==> config.mk <==
export PLATFORM = sky130hd
export DESIGN_NAME = serial_mag_comparator
export DESIGN_NICKNAME = d
export VERILOG_FILES = /design/src/rtl/cmp_pkg.sv /design/src/rtl/mag_cmp_cell.sv /design/src/rtl/serial_mag_comparator.sv
export SDC_FILE = /design/constraint.sdc
export NUM_CORES = 1
export LEC_CHECK = 0
export BUFFER_PORTS_ARGS = -buffer_cell sky130_fd_sc_hd__clkbuf_2
export CELL_PAD_IN_SITES_DETAIL_PLACEMENT = 0
export CELL_PAD_IN_SITES_GLOBAL_PLACEMENT = 2
export CORE_MARGIN = 2
export CORE_UTILIZATION = 27
export DETAILED_ROUTE_END_ITERATION = 12
export HOLD_SLACK_MARGIN = 0.15
export PLACE_DENSITY = 0.76
export SYNTH_ARGS = -nofsm -noshare
export SYNTH_HDL_FRONTEND = slang
export SYNTH_SLANG_ARGS = --single-unit
==> constraint.sdc <==
create_clock -name clk -period 1.4 [get_ports clk]
set_clock_uncertainty 0.1 [all_clocks]
set_input_delay 0 -clock clk [delete_from_list [all_inputs] [get_ports clk]]
set_output_delay 0 -clock clk [all_outputs]
set_load 0.05 [all_outputs]
==> src/rtl/cmp_pkg.sv <==
// Shared constants for the serial magnitude comparator: FSM state encoding
// and bit positions of the one-hot result vector.
package cmp_pkg;

  typedef enum logic [1:0] {
    ST_IDLE  = 2'd0,
    ST_SHIFT = 2'd1,
    ST_DONE  = 2'd2
  } cmp_state_t;

  localparam int RES_LT = 0;
  localparam int RES_EQ = 1;
  localparam int RES_GT = 2;
  localparam int RES_W  = 3;

endpackage

==> src/rtl/mag_cmp_cell.sv <==
// One bit of the MSB-first magnitude compare recurrence: folds a bit pair
// into the running equal/less/greater state.
module mag_cmp_cell (
  input  logic a,
  input  logic b,
  input  logic e_in,
  input  logic l_in,
  input  logic g_in,
  output logic e_out,
  output logic l_out,
  output logic g_out
);

  // Once a higher bit has decided the result, e_in is 0 and l/g are frozen.
  assign l_out = l_in | (e_in & ~a & b);
  assign g_out = g_in | (e_in & a & ~b);
  assign e_out = e_in & ~(a ^ b);

endmodule

==> src/rtl/serial_mag_comparator.sv <==
// Bit-serial MSB-first magnitude comparator with one-hot lt/eq/gt result and done pulse.
// Define EARLY_TERM_EN to finish on the first differing bit pair instead of after WIDTH beats.
module serial_mag_comparator
  import cmp_pkg::*;
#(
  parameter int WIDTH = 8
) (
  input  logic clk,
  input  logic rst,
  input  logic start,
  input  logic bit_valid,
  input  logic a_bit,
  input  logic b_bit,
  output logic busy,
  output logic done,
  output logic a_lt_b,
  output logic a_eq_b,
  output logic a_gt_b
);

  localparam int CNT_W = $clog2(WIDTH);
  localparam logic [CNT_W-1:0] CNT_LAST = CNT_W'(WIDTH - 1);

  cmp_state_t       state_reg, state_next;
  logic [CNT_W-1:0] cnt_reg, cnt_next;
  logic             e_reg, e_next;
  logic             l_reg, l_next;
  logic             g_reg, g_next;
  logic [RES_W-1:0] res_reg, res_next;

  logic e_cell, l_cell, g_cell;
  logic beat;
  logic last_beat;

  mag_cmp_cell u_cell (
    .a     (a_bit),
    .b     (b_bit),
    .e_in  (e_reg),
    .l_in  (l_reg),
    .g_in  (g_reg),
    .e_out (e_cell),
    .l_out (l_cell),
    .g_out (g_cell)
  );

  assign beat = (state_reg == ST_SHIFT) && bit_valid;

`ifdef EARLY_TERM_EN
  // A mismatch while still equal fixes the outcome; lower bits cannot change it.
  assign last_beat = beat && ((cnt_reg == CNT_LAST) || (e_reg && (a_bit ^ b_bit)));
`else
  assign last_beat = beat && (cnt_reg == CNT_LAST);
`endif

  always_comb begin
    state_next = state_reg;
    cnt_next   = cnt_reg;
    e_next     = e_reg;
    l_next     = l_reg;
    g_next     = g_reg;
    res_next   = res_reg;
    case (state_reg)
      ST_IDLE, ST_DONE: begin
        if (start) begin
          state_next = ST_SHIFT;
          cnt_next   = '0;
          e_next     = 1'b1;
          l_next     = 1'b0;
          g_next     = 1'b0;
          res_next   = '0;
        end else begin
          state_next = ST_IDLE;
        end
      end
      ST_SHIFT: begin
        if (beat) begin
          e_next = e_cell;
          l_next = l_cell;
          g_next = g_cell;
          // Counter holds on the last beat so it never wraps.
          if (last_beat) begin
            state_next       = ST_DONE;
            res_next[RES_LT] = l_cell;
            res_next[RES_EQ] = e_cell;
            res_next[RES_GT] = g_cell;
          end else begin
            cnt_next = cnt_reg + CNT_W'(1);
          end
        end
      end
      default: state_next = ST_IDLE;
    endcase
  end

  always_ff @(posedge clk or posedge rst) begin
    if (rst) begin
      state_reg <= ST_IDLE;
      cnt_reg   <= '0;
      e_reg     <= 1'b1;
      l_reg     <= 1'b0;
      g_reg     <= 1'b0;
      res_reg   <= '0;
    end else begin
      state_reg <= state_next;
      cnt_reg   <= cnt_next;
      e_reg     <= e_next;
      l_reg     <= l_next;
      g_reg     <= g_next;
      res_reg   <= res_next;
    end
  end

  assign busy   = (state_reg == ST_SHIFT);
  assign done   = (state_reg == ST_DONE);
  assign a_lt_b = res_reg[RES_LT];
  assign a_eq_b = res_reg[RES_EQ];
  assign a_gt_b = res_reg[RES_GT];

endmodule
==> flow_results.xml <==
<?xml version="1.0" encoding="UTF-8"?>
<metrics>
  <group name="setup_path">
    <metric name="worst_path_max_delay_cell" unit="">dfrtp_1</metric>
    <metric name="worst-path-max-fanout" unit="">4</metric>
    <metric name="timing.critical_path.buf_inv" unit="">0</metric>
    <metric name="reg2reg_slack" unit="ns">-0.03</metric>
    <metric name="cp-start-kind" unit="">register</metric>
    <metric name="path_class" unit="">reg2reg</metric>
    <metric name="crit_path_max_incr_delay" unit="ns">0.39</metric>
    <metric name="crit_start" unit="">cnt_reg[1]</metric>
    <metric name="crit_arrival" unit="ns">1.49</metric>
    <metric name="worstReg2RegStart" unit="">cnt_reg[1]</metric>
    <metric name="critical_path.cell_chain" unit="">ha_2, ha_4, nor3b_2, xor2_1, a22o_1</metric>
    <metric name="critical_path.reg2reg.endpoint" unit="">cnt_reg[0]</metric>
    <metric name="ff2ff_path_depth" unit="">5</metric>
    <metric name="timing.critical_path.max_delay_family" unit="">flip-flops</metric>
    <metric name="endpoint_kind" unit="">register</metric>
    <metric name="data_required_time_of_the_worst_path" unit="ns">1.46</metric>
  </group>
  <group name="routing">
    <metric name="avgViaCountPerCell" unit="">4.360</metric>
    <metric name="ant_nets" unit="">0</metric>
    <metric name="first_pass_iters" unit="">4</metric>
    <metric name="routed-via-count" unit="">436</metric>
    <metric name="number_of_remaining_drc_errors" unit="">0</metric>
    <metric name="first_iter_violations" unit="">4</metric>
    <metric name="route.detailed.wl_per_inst" unit="um">10.38</metric>
    <metric name="detail_route.wirelength" unit="mm">1.038</metric>
  </group>
  <group name="finish">
    <metric name="utilization" unit="%">40.28</metric>
    <metric name="finish.net_count" unit="">84</metric>
    <metric name="antenna-diode-count" unit="">0</metric>
    <metric name="final_layout_size_suffix_gt1_share" unit="%">29.33</metric>
    <metric name="final_design_area_no_fill" unit="um^2">718.2</metric>
    <metric name="area_growth" unit="%">36.02</metric>
  </group>
  <group name="logic_synthesis">
    <metric name="synth.cells.most_frequent" unit="">10 x dfrtp_1, 10 x nand2_1, 5 x inv_1, 5 x o21ai_0, 3 x nand3_1</metric>
    <metric name="yosysWarningCount" unit="">0</metric>
    <metric name="synth_top_cell_area_share" unit="%">47.39</metric>
    <metric name="synthDistinctLibCells" unit="">22</metric>
    <metric name="syn_area_per_cell" unit="um^2">9.778</metric>
    <metric name="synth.cell_area" unit="um^2">528.0</metric>
    <metric name="netlist_top_cells_area" unit="">dfrtp_1 47%, nand2_1 7.1%, dfstp_2 5.0%</metric>
    <metric name="synthesis.instances" unit="">54</metric>
    <metric name="syn-num-nets" unit="">62</metric>
    <metric name="asyncSetResetFlopFracSynth" unit="%">100.0</metric>
    <metric name="cell_type_with_the_highest_aggregate_area_in_the_netlist" unit="">dfrtp_1</metric>
    <metric name="synth-seq-cells" unit="">11</metric>
    <metric name="postSynth.topFlopCell" unit="">dfrtp_1</metric>
    <metric name="synth_sequential_area_ratio" unit="%">52.37</metric>
    <metric name="synth_enable_flop_cells" unit="">0</metric>
  </group>
  <group name="clocking">
    <metric name="cts_max_path_buffers" unit="">2</metric>
    <metric name="clk_latency_worst_skew_pair" unit="ns">0.27</metric>
    <metric name="cts_max_level" unit="">1</metric>
    <metric name="sink_count_of_the_clock_tree" unit="">11</metric>
    <metric name="clock_tree.root_cell" unit="">clkbuf_4</metric>
    <metric name="cts_tree" unit="">yes</metric>
    <metric name="cts.reportedPaths.clkPinSlew" unit="ns">0.08</metric>
    <metric name="num_cts_buffers" unit="">3</metric>
  </group>
  <group name="power">
    <metric name="sw_frac_of_total" unit="%">37.91</metric>
    <metric name="vdd_drop_max" unit="mV">0.5885</metric>
    <metric name="sequentialPowerShare" unit="%">41.9</metric>
    <metric name="comb_power_share" unit="%">40.1</metric>
    <metric name="p_int" unit="uW">754.2</metric>
    <metric name="power" unit="uW">1215</metric>
    <metric name="power_density" unit="mW/mm^2">1691</metric>
    <metric name="switchingPower" unit="uW">460.5</metric>
    <metric name="clkPwrFrac" unit="%">18.0</metric>
    <metric name="cellLeakagePower" unit="uW">0.0003559</metric>
  </group>
  <group name="outcome">
    <metric name="status" unit="">complete, but fails checks</metric>
    <metric name="violations" unit="">negative setup slack</metric>
  </group>
  <group name="global_route">
    <metric name="grtUsageMet1" unit="%">12.93</metric>
    <metric name="maximum_number_of_pins_on_one_net_before_global_route_repair" unit="">12</metric>
    <metric name="global_route_wire_length_before_repair" unit="mm">1.676</metric>
    <metric name="global_route.usage.met3" unit="%">2.963</metric>
    <metric name="gr_util_all_layers" unit="%">11.17</metric>
    <metric name="number_of_antenna_violations_at_the_first_check_in_global_routing" unit="">0</metric>
    <metric name="grt_most_used_layer" unit="">met2</metric>
    <metric name="via_count_of_the_first_global_routing_pass" unit="">399</metric>
    <metric name="grt_util_met2" unit="%">16.05</metric>
    <metric name="overflow" unit="">0</metric>
  </group>
  <group name="sta">
    <metric name="final_min_period_over_clock_period" unit="%">102.3</metric>
    <metric name="setup-violations-final" unit="">1</metric>
    <metric name="fmaxAchievable" unit="MHz">698.0</metric>
    <metric name="worst_slew_pin_tran" unit="ns">0.4245</metric>
    <metric name="worst_slew_margin_rel" unit="%">71.67</metric>
    <metric name="grt_setup_unrepaired" unit="">yes</metric>
    <metric name="hold_viol" unit="">0</metric>
    <metric name="setup_ws" unit="ns">-0.03262</metric>
    <metric name="period_minus_slack" unit="ns">1.433</metric>
    <metric name="final-max-slew-violation-count" unit="">0</metric>
  </group>
  <group name="die">
    <metric name="die-area" unit="mm^2">0.002325</metric>
    <metric name="chipHeight" unit="um">48.22</metric>
    <metric name="initial_util" unit="%">29.61</metric>
    <metric name="placement_rows" unit="">15</metric>
    <metric name="io_pins" unit="">11</metric>
    <metric name="dieWidth" unit="um">48.22</metric>
    <metric name="core_area" unit="mm^2">0.001783</metric>
  </group>
  <group name="flow_run">
    <metric name="max_cap_viols" unit="">0</metric>
  </group>
  <group name="worst_hold_path">
    <metric name="worstHoldPathType" unit="">in2async</metric>
  </group>
  <group name="placement">
    <metric name="globalplace.congestion" unit="">0.7291</metric>
    <metric name="detailedPlacementHpwl" unit="um">739.8</metric>
    <metric name="placed_area" unit="um^2">634.4</metric>
    <metric name="post-place-ws" unit="ns">-0.03086</metric>
    <metric name="numPortBuffers" unit="">10</metric>
  </group>
</metrics>
[worst min-delay path, delay by kind of cell]
family	cells	cell delay, ns
buf+inv	3	0.95
[worst max path at each step]
stage | slack, ns | end | cells after the start
3_3_place_gp | -0.05 | cnt_reg[0] | 5
3_5_place_dp | -0.03 | cnt_reg[0] | 5
5_1_grt | -0.08 | cnt_reg[0] | 5
2_1_floorplan | -0.004 | cnt_reg[0] | 5
6_report | -0.03 | cnt_reg[0] | 5
4_1_cts | -0.04 | cnt_reg[0] | 5
[cell usage in the layout, fill, tap and decap left out]
cell type	count
nand2_1	10
dfrtp_1	10
clkbuf_2	10
inv_1	5
dlygate4sd3_1	5
o21ai_1	4
nand3_1	3
o21ai_0	3
clkbuf_4	3
buf_4	3
nor2_1	2
a31oi_1	2
nand2b_1	1
nand3b_1	1
xnor2_1	1
a21oi_1	1
and4bb_2	1
nand4b_1	1
nor2b_2	1
and2b_1	1
nor3b_2	1
xor2_1	1
a22o_1	1
ha_4	1
ha_2	1
clkbuf_1	1
dfstp_2	1
[final cells by class]
| type | instances | area [um^2] |
|---|---|---|
| Multi-Input combinational cell | 37 | 242.7 |
| Timing Repair Buffer | 18 | 122.6 |
| Clock buffer | 4 | 26.28 |
| Sequential cell | 11 | 276.5 |
| Fill cell | 182 | 1065 |
| Inverter | 5 | 18.77 |
| Tap cell | 25 | 31.28 |
[power groups by stage]
stage,Combinational (uW),Clock [uW],Sequential (uW)
final,487,219,509
after global routing,557,249,525
after CTS,483,233,510
after detailed placement,468,0,518
after global placement,474,0,515
after floorplan,301,0,555
[cells by family after synthesis]
family / Yosys count / synth area share, %
flip-flops: 11 / 52.37
adder cells (fa/ha/maj): 2 / 4.739
buffers and inverters: 6 / 4.977
AND/OR/NAND/NOR: 22 / 22.99
XOR/XNOR: 2 / 3.318
AO/OA/AOI/OAI: 11 / 11.61
[layer usage]
layer / wire, um / part of all wire, % / vias to the layer above
li1: - / - / 225
met1: 483 / 47 / 196
met2: 484 / 47 / 13
met3: 50 / 4.8 / 2
met4: 19 / 1.8 / 0
met5: 0 / 0 / -
[what timing repair did]
item	in CTS	in global routing
hold buffers	5	0
pin swaps	1	6
endpoints found under the hold margin	22	0
gates resized for setup	0	2
setup endpoints to repair	1	6
buffers inserted	0	1
[metrics by stage]
step	hold WS [ns]	TNS [ns]	instances
2_1_floorplan	-0.2483	-0.004284	54
5_1_grt	0.1990	-0.3137	100
3_5_place_dp	-0.09485	-0.03086	90
4_1_cts	0.1601	-0.04057	99
3_3_place_gp	-0.09980	-0.05266	90
6_report	0.1479	-0.03262	100
Power figures use the tool's default switching activity.
